### config.mk
export PLATFORM = sky130hd
export DESIGN_NAME = fetch_sequencer
export DESIGN_NICKNAME = d
export VERILOG_FILES = /design/src/rtl/cpu_pkg.sv /design/src/rtl/pc_next_unit.sv /design/src/rtl/fetch_sequencer.sv
export SDC_FILE = /design/constraint.sdc
export NUM_CORES = 1
export LEC_CHECK = 0
export CAP_MARGIN = 10
export CORE_UTILIZATION = 45
export CTS_CLUSTER_DIAMETER = 40
export DETAILED_ROUTE_END_ITERATION = 8
export DONT_BUFFER_PORTS = 1
export GPL_TIMING_DRIVEN = 1
export MAX_ROUTING_LAYER = met4
export PLACE_DENSITY = 0.57
export SLEW_MARGIN = 20
export SYNTH_ARGS = -nofsm -noshare
export SYNTH_HDL_FRONTEND = slang
export SYNTH_SLANG_ARGS = --single-unit
### constraint.sdc
create_clock -name clk -period 3.99 [get_ports clk]
set_clock_uncertainty 0.2 [all_clocks]
set_input_delay 0.5985 -clock clk [delete_from_list [all_inputs] [get_ports clk]]
set_output_delay 0.5985 -clock clk [all_outputs]
set_load 0.005 [all_outputs]
### src/rtl/cpu_pkg.sv
// rtl/cpu_pkg.sv - shared phase encodings, opcode constants and NOP word for the sequencer and maincontrol
package cpu_pkg;

    localparam logic [1:0] PH_FETCH  = 2'd0;
    localparam logic [1:0] PH_DECODE = 2'd1;
    localparam logic [1:0] PH_EXEC   = 2'd2;
    localparam logic [1:0] PH_WB     = 2'd3;

    localparam logic [6:0] OP_R      = 7'b0110011;
    localparam logic [6:0] OP_LOAD   = 7'b0000011;
    localparam logic [6:0] OP_STORE  = 7'b0100011;
    localparam logic [6:0] OP_BRANCH = 7'b1100011;
    localparam logic [6:0] OP_IMM    = 7'b0010011;

    localparam logic [31:0] NOP_INSN = 32'h0000_0013;

    // True for the opcodes maincontrol actually decodes.
    function automatic logic is_known_opcode(input logic [6:0] op);
        return (op == OP_R) || (op == OP_LOAD) || (op == OP_STORE) ||
               (op == OP_BRANCH) || (op == OP_IMM);
    endfunction

endpackage

### src/rtl/pc_next_unit.sv
// rtl/pc_next_unit.sv - combinational next-PC select (pc+4 or pc+offset) with word alignment
module pc_next_unit #(
    parameter int XLEN = 32
) (
    input  logic [XLEN-1:0] pc,
    input  logic [XLEN-1:0] branch_offset,
    input  logic            taken,
    output logic [XLEN-1:0] pc_plus4,
    output logic [XLEN-1:0] pc_next
);

    logic [XLEN-1:0] target;

    // Both sums wrap naturally at XLEN bits; the low two bits are cleared so
    // a misaligned offset still lands on a word boundary.
    always_comb begin
        pc_plus4 = pc + XLEN'(4);
        target   = taken ? (pc + branch_offset) : pc_plus4;
        pc_next  = {target[XLEN-1:2], 2'b00};
    end

endmodule

### src/rtl/fetch_sequencer.sv
// rtl/fetch_sequencer.sv - multi-cycle fetch/decode/execute/writeback sequencer owning IR and PC (optional FETCH_SEQ_ILLEGAL_TRAP_EN)
module fetch_sequencer
    import cpu_pkg::*;
#(
    parameter int              XLEN     = 32,
    parameter logic [XLEN-1:0] RESET_PC = '0
) (
    input  logic            clk,
    input  logic            rst_n,
    output logic            imem_req,
    output logic [XLEN-1:0] imem_addr,
    input  logic            imem_ready,
    input  logic [31:0]     imem_rdata,
    input  logic            ex_wait,
    input  logic            branch,
    input  logic            zero,
    input  logic [XLEN-1:0] branch_offset,
    output logic [1:0]      state,
    output logic [31:0]     instruction,
    output logic [XLEN-1:0] pc,
    output logic [XLEN-1:0] pc_plus4,
    output logic            illegal_op
);

    logic [1:0]      state_q;
    logic            req_q;
    logic [31:0]     ir_q;
    logic [XLEN-1:0] pc_q;
    logic            taken_q;
    logic [XLEN-1:0] pc_next;
    logic            illegal_q;

    pc_next_unit #(.XLEN(XLEN)) u_pc_next (
        .pc            (pc_q),
        .branch_offset (branch_offset),
        .taken         (taken_q),
        .pc_plus4      (pc_plus4),
        .pc_next       (pc_next)
    );

    // Phase FSM plus IR, PC, fetch request and branch decision registers.
    // The request rises one cycle after FETCH is entered, so a response is
    // only accepted while req_q is already high.
    always_ff @(posedge clk) begin
        if (!rst_n) begin
            state_q   <= PH_FETCH;
            req_q     <= 1'b0;
            ir_q      <= NOP_INSN;
            pc_q      <= RESET_PC;
            taken_q   <= 1'b0;
            illegal_q <= 1'b0;
        end else begin
            case (state_q)
                PH_FETCH: begin
                    if (req_q && imem_ready) begin
                        ir_q    <= imem_rdata;
                        req_q   <= 1'b0;
                        state_q <= PH_DECODE;
                    end else begin
                        req_q   <= 1'b1;
                    end
                end
                PH_DECODE: begin
`ifdef FETCH_SEQ_ILLEGAL_TRAP_EN
                    if (!is_known_opcode(ir_q[6:0])) begin
                        illegal_q <= 1'b1;
                    end else begin
                        state_q   <= PH_EXEC;
                    end
`else
                    state_q <= PH_EXEC;
`endif
                end
                PH_EXEC: begin
                    if (!ex_wait) begin
                        taken_q <= branch & zero;
                        state_q <= PH_WB;
                    end
                end
                default: begin
                    pc_q    <= pc_next;
                    state_q <= PH_FETCH;
                end
            endcase
        end
    end

`ifdef FETCH_SEQ_ILLEGAL_TRAP_EN
    assign illegal_op = illegal_q;
`else
    // Unknown opcodes simply flow through as NOPs in this build.
    assign illegal_op = 1'b0;
    logic unused_illegal;
    assign unused_illegal = illegal_q;
`endif

    assign state       = state_q;
    assign imem_req    = req_q;
    assign instruction = ir_q;
    assign pc          = pc_q;
    assign imem_addr   = pc_q;

endmodule

==> summary.txt <==
Clock tree
  – Worst skew pair latency: 330 ps
  – Hold_buf cts: 0
  – Post-CTS Resized: 0
  – Clock root cell: clkbuf_16
  – CTS clk-pin slew, worst paths: 50 ps
  – Clk sink count: 66
  – Buffer depth of the longest clock path: 2
  – Num CTS Buffers: 9
  – TritonCTS clock tree: yes
  – CTS H-tree depth: 3
  – Setup Buffers After CTS: 0

Synth
  – Post-synth ARST share: 0%
  – Seq cells post-synth: 66
  – Area share of the largest cell type after synthesis: 25.1%
  – Post-synth EDFFs: 0
  – Post-Syn Instances: 716
  – Synth area leader: dfxtp_1
  – Synth Warn #: 0
  – Top post-synthesis cells by area: dfxtp_1 (25%), nand2_1 (7.9%), ha_1 (7.8%), a21oi_1 (6.8%), buf_4 (5.6%)
  – Mean post-synth cell area: 7.35 µm²
  – Post-synthesis cell area: 5270 µm²
  – Top_reg_cell synth: dfxtp_1
  – Sequential area share after synthesis: 25.1%
  – Synth cell types: 68

Routing
  – DRT Pass-1 Iters: 5
  – DRT iter0 DRCs: 347
  – Drc violations: 0
  – Via Count: 5,001
  – Wire per inst: 18.5 µm
  – Post-DR vias/cell: 6.08
  – Wirelength, routed: 15.2 mm
  – Post-route ant nets: 0

Worst setup path
  – Critical Path RT: 3190 ps
  – WP buf/inv: 1
  – Crit-path slowest cell: dfxtp_1
  – Crit path depth: 7
  – WP data arrival: 2830 ps
  – Critical-path maximum fanout: 9
  – CP peak stage delay: 590 ps
  – Family with the most delay on the worst path: simple AND/OR/NAND/NOR gates
  – Worst Setup End Kind: output pin
  – CP startpoint kind: register
  – Cells on worst reg2reg path: 10
  – CP Cell Sequence: ha_1 -> nand3_1 -> nor2_1 -> buf_4 -> nand4_1 -> or3_2 -> xnor2_1
  – Setup Crit Path Kind: reg2out

STA
  – Fin Setup TNS: 0 ps
  – Final Hold Fails: 0
  – Achievable Freq: 275 MHz
  – RSZ-0062 raised after global routing: no
  – Post-route minimum period: 3630 ps
  – Final setup viols: 0
  – Slew Limit Headroom: 41.4%
  – Worst Tran Pin Value: 879 ps
  – Final Slew Violations: 0
  – Final worst-path cycle share: 91.0%

Floorplan
  – Die X-Extent: 110 µm
  – Core box area: 11,400 µm²
  – Initial core utilization: 46.1%
  – Number of I/O pins: 202
  – Die height: 110 µm
  – Die area: 12,100 µm²
  – FP Rows: 39

Run
  – MaxCap Viol Count: 0

Worst hold path
  – Worst hold stages: 1
  – HP Class: in2reg

Placement
  – Cells after DPL: 806
  – Routability cong.: 0.893
  – Dpl hpwl: 11.2 mm
  – Port bufs: 0

GRT
  – GRT overflow: 0
  – First-pass GRT wire length: 22.8 mm
  – Initial antenna violation count: 0
  – Number of global-route vias before repair: 4,523
  – Largest net degree at the start of global routing: 39
  – Gr usage total: 25.1%

Finish
  – Final #Nets: 778
  – Ant diodes: 0
  – Final core occ: 47.8%
  – Fin cells: 822
  – Share of cells above drive strength 1: 6.63%
  – Layout fillers: 1,145
  – Area grow syn2layout: 3.71%

Power
  – Peak supply drop: 0.000260 V
  – PwrDens: 391 nW/µm²
  – Leakage power total: 2.27 nW

Outcome
  – Status: finished clean
[kinds of logic (layout without fill, tap and decap cells)]
family	count (synthesis)	in the layout	share of synthesized area, %
and+or+nand+nor	277	277	24.9
buffers and inverters	89	46	9.48
AOI/OAI and AO/OA	195	195	23.0
muxes	9	9	1.71
DFF	66	66	25.1
other	1	7	0.0712
xor gates and xnor gates	45	45	7.49
adders and majority gates	34	34	8.22
[path summary, 6_finish.rpt]
check / startpoint / endpoint / slack (ps)
min: rst_n / instruction[0] / 150
min reg2reg: instruction[7] / instruction[7] / 270
max: imem_addr[3] / pc_plus4[20] / 360
max reg2reg: imem_addr[2] / imem_addr[26] / 550
[state kept, by name, indices dropped and copies added (netlist names)]
register     count
imem_addr       30
state            2
imem_req         1
taken_q          1
instruction     32
[cells in the mapped netlist (all sizes together) (15+ instances only)]
cell    instances
a21o           22
buf            46
xor2           21
o21ai          38
dfxtp          66
xnor2          24
ha             33
nor2           59
inv            15
clkbuf         26
a21oi          72
nand3          32
nand2         111
[worst reg2reg max path: stages, from the launching register on]
cell,delay [ps]
dfxtp_1,430
ha_1,290
fa_1,410
a21o_1,230
a311o_1,390
nand4_1,220
a2111oi_0,220
or3b_2,480
a21oi_1,190
xor2_1,160
a31oi_1,90
[where the power goes]
| part | total (mW) | switching, mW | internal (mW) |
|---|---|---|---|
| clock network | 0.856 | 0.294 | 0.562 |
| registers | 0.826 | 0.0909 | 0.735 |
| logic | 0.451 | 0.282 | 0.169 |
[stage by stage]
step | setup WS [ps] | hold slack [ps] | total power [mW] | cell area [µm²]
2_1_floorplan | 831 | 253 | 1.20 | 5290
3_3_place_gp | 489 | 263 | 1.27 | 5130
3_5_place_dp | 500 | 266 | 1.29 | 5130
4_1_cts | 233 | 135 | 2.15 | 5450
5_1_grt | 124 | 140 | 2.25 | 5460
6_report | 358 | 149 | 2.13 | 5460
[per-layer routing]
layer / wire [µm] / up-vias / part of all wire (%) / track usage (%)
li1: - / 2444 / - / -
met5: 0 / - / 0 / -
met3: 993 / 23 / 6.5 / 5.82
met1: 6720 / 2327 / 44 / 30.4
met4: 268 / 0 / 1.8 / 8.08
met2: 7210 / 207 / 47 / 41.4
[layout make-up]
class                           count  area [µm²]  area share (%)
Multi-Input combinational cell    567        3480            63.7
Inverter                           17        63.8            1.17
Timing Repair Buffer               13        97.6            1.79
Clock inverter                      5        77.6            1.42
Clock buffer                       11         243            4.45
Sequential cell                    66        1320            24.2
Tap cell                          143         179            3.28
[layout by cell type (no fill, tap or decap), drive strengths merged, types with 7 or more instances in the layout]
master  count
nand3      32
clkbuf     11
o21ai      38
nor4        7
dfxtp      66
inv        15
nor3       13
nand2     111
a221oi      7
xor2       21
mux2i       9
a211oi      9
nor2       59
buf        13
conb        7
and3       11
a21oi      72
or3        11
xnor2      24
nand4      12
ha         33
a31oi      13
a21o       22
Note: power is estimated with default switching activity, not from simulation.
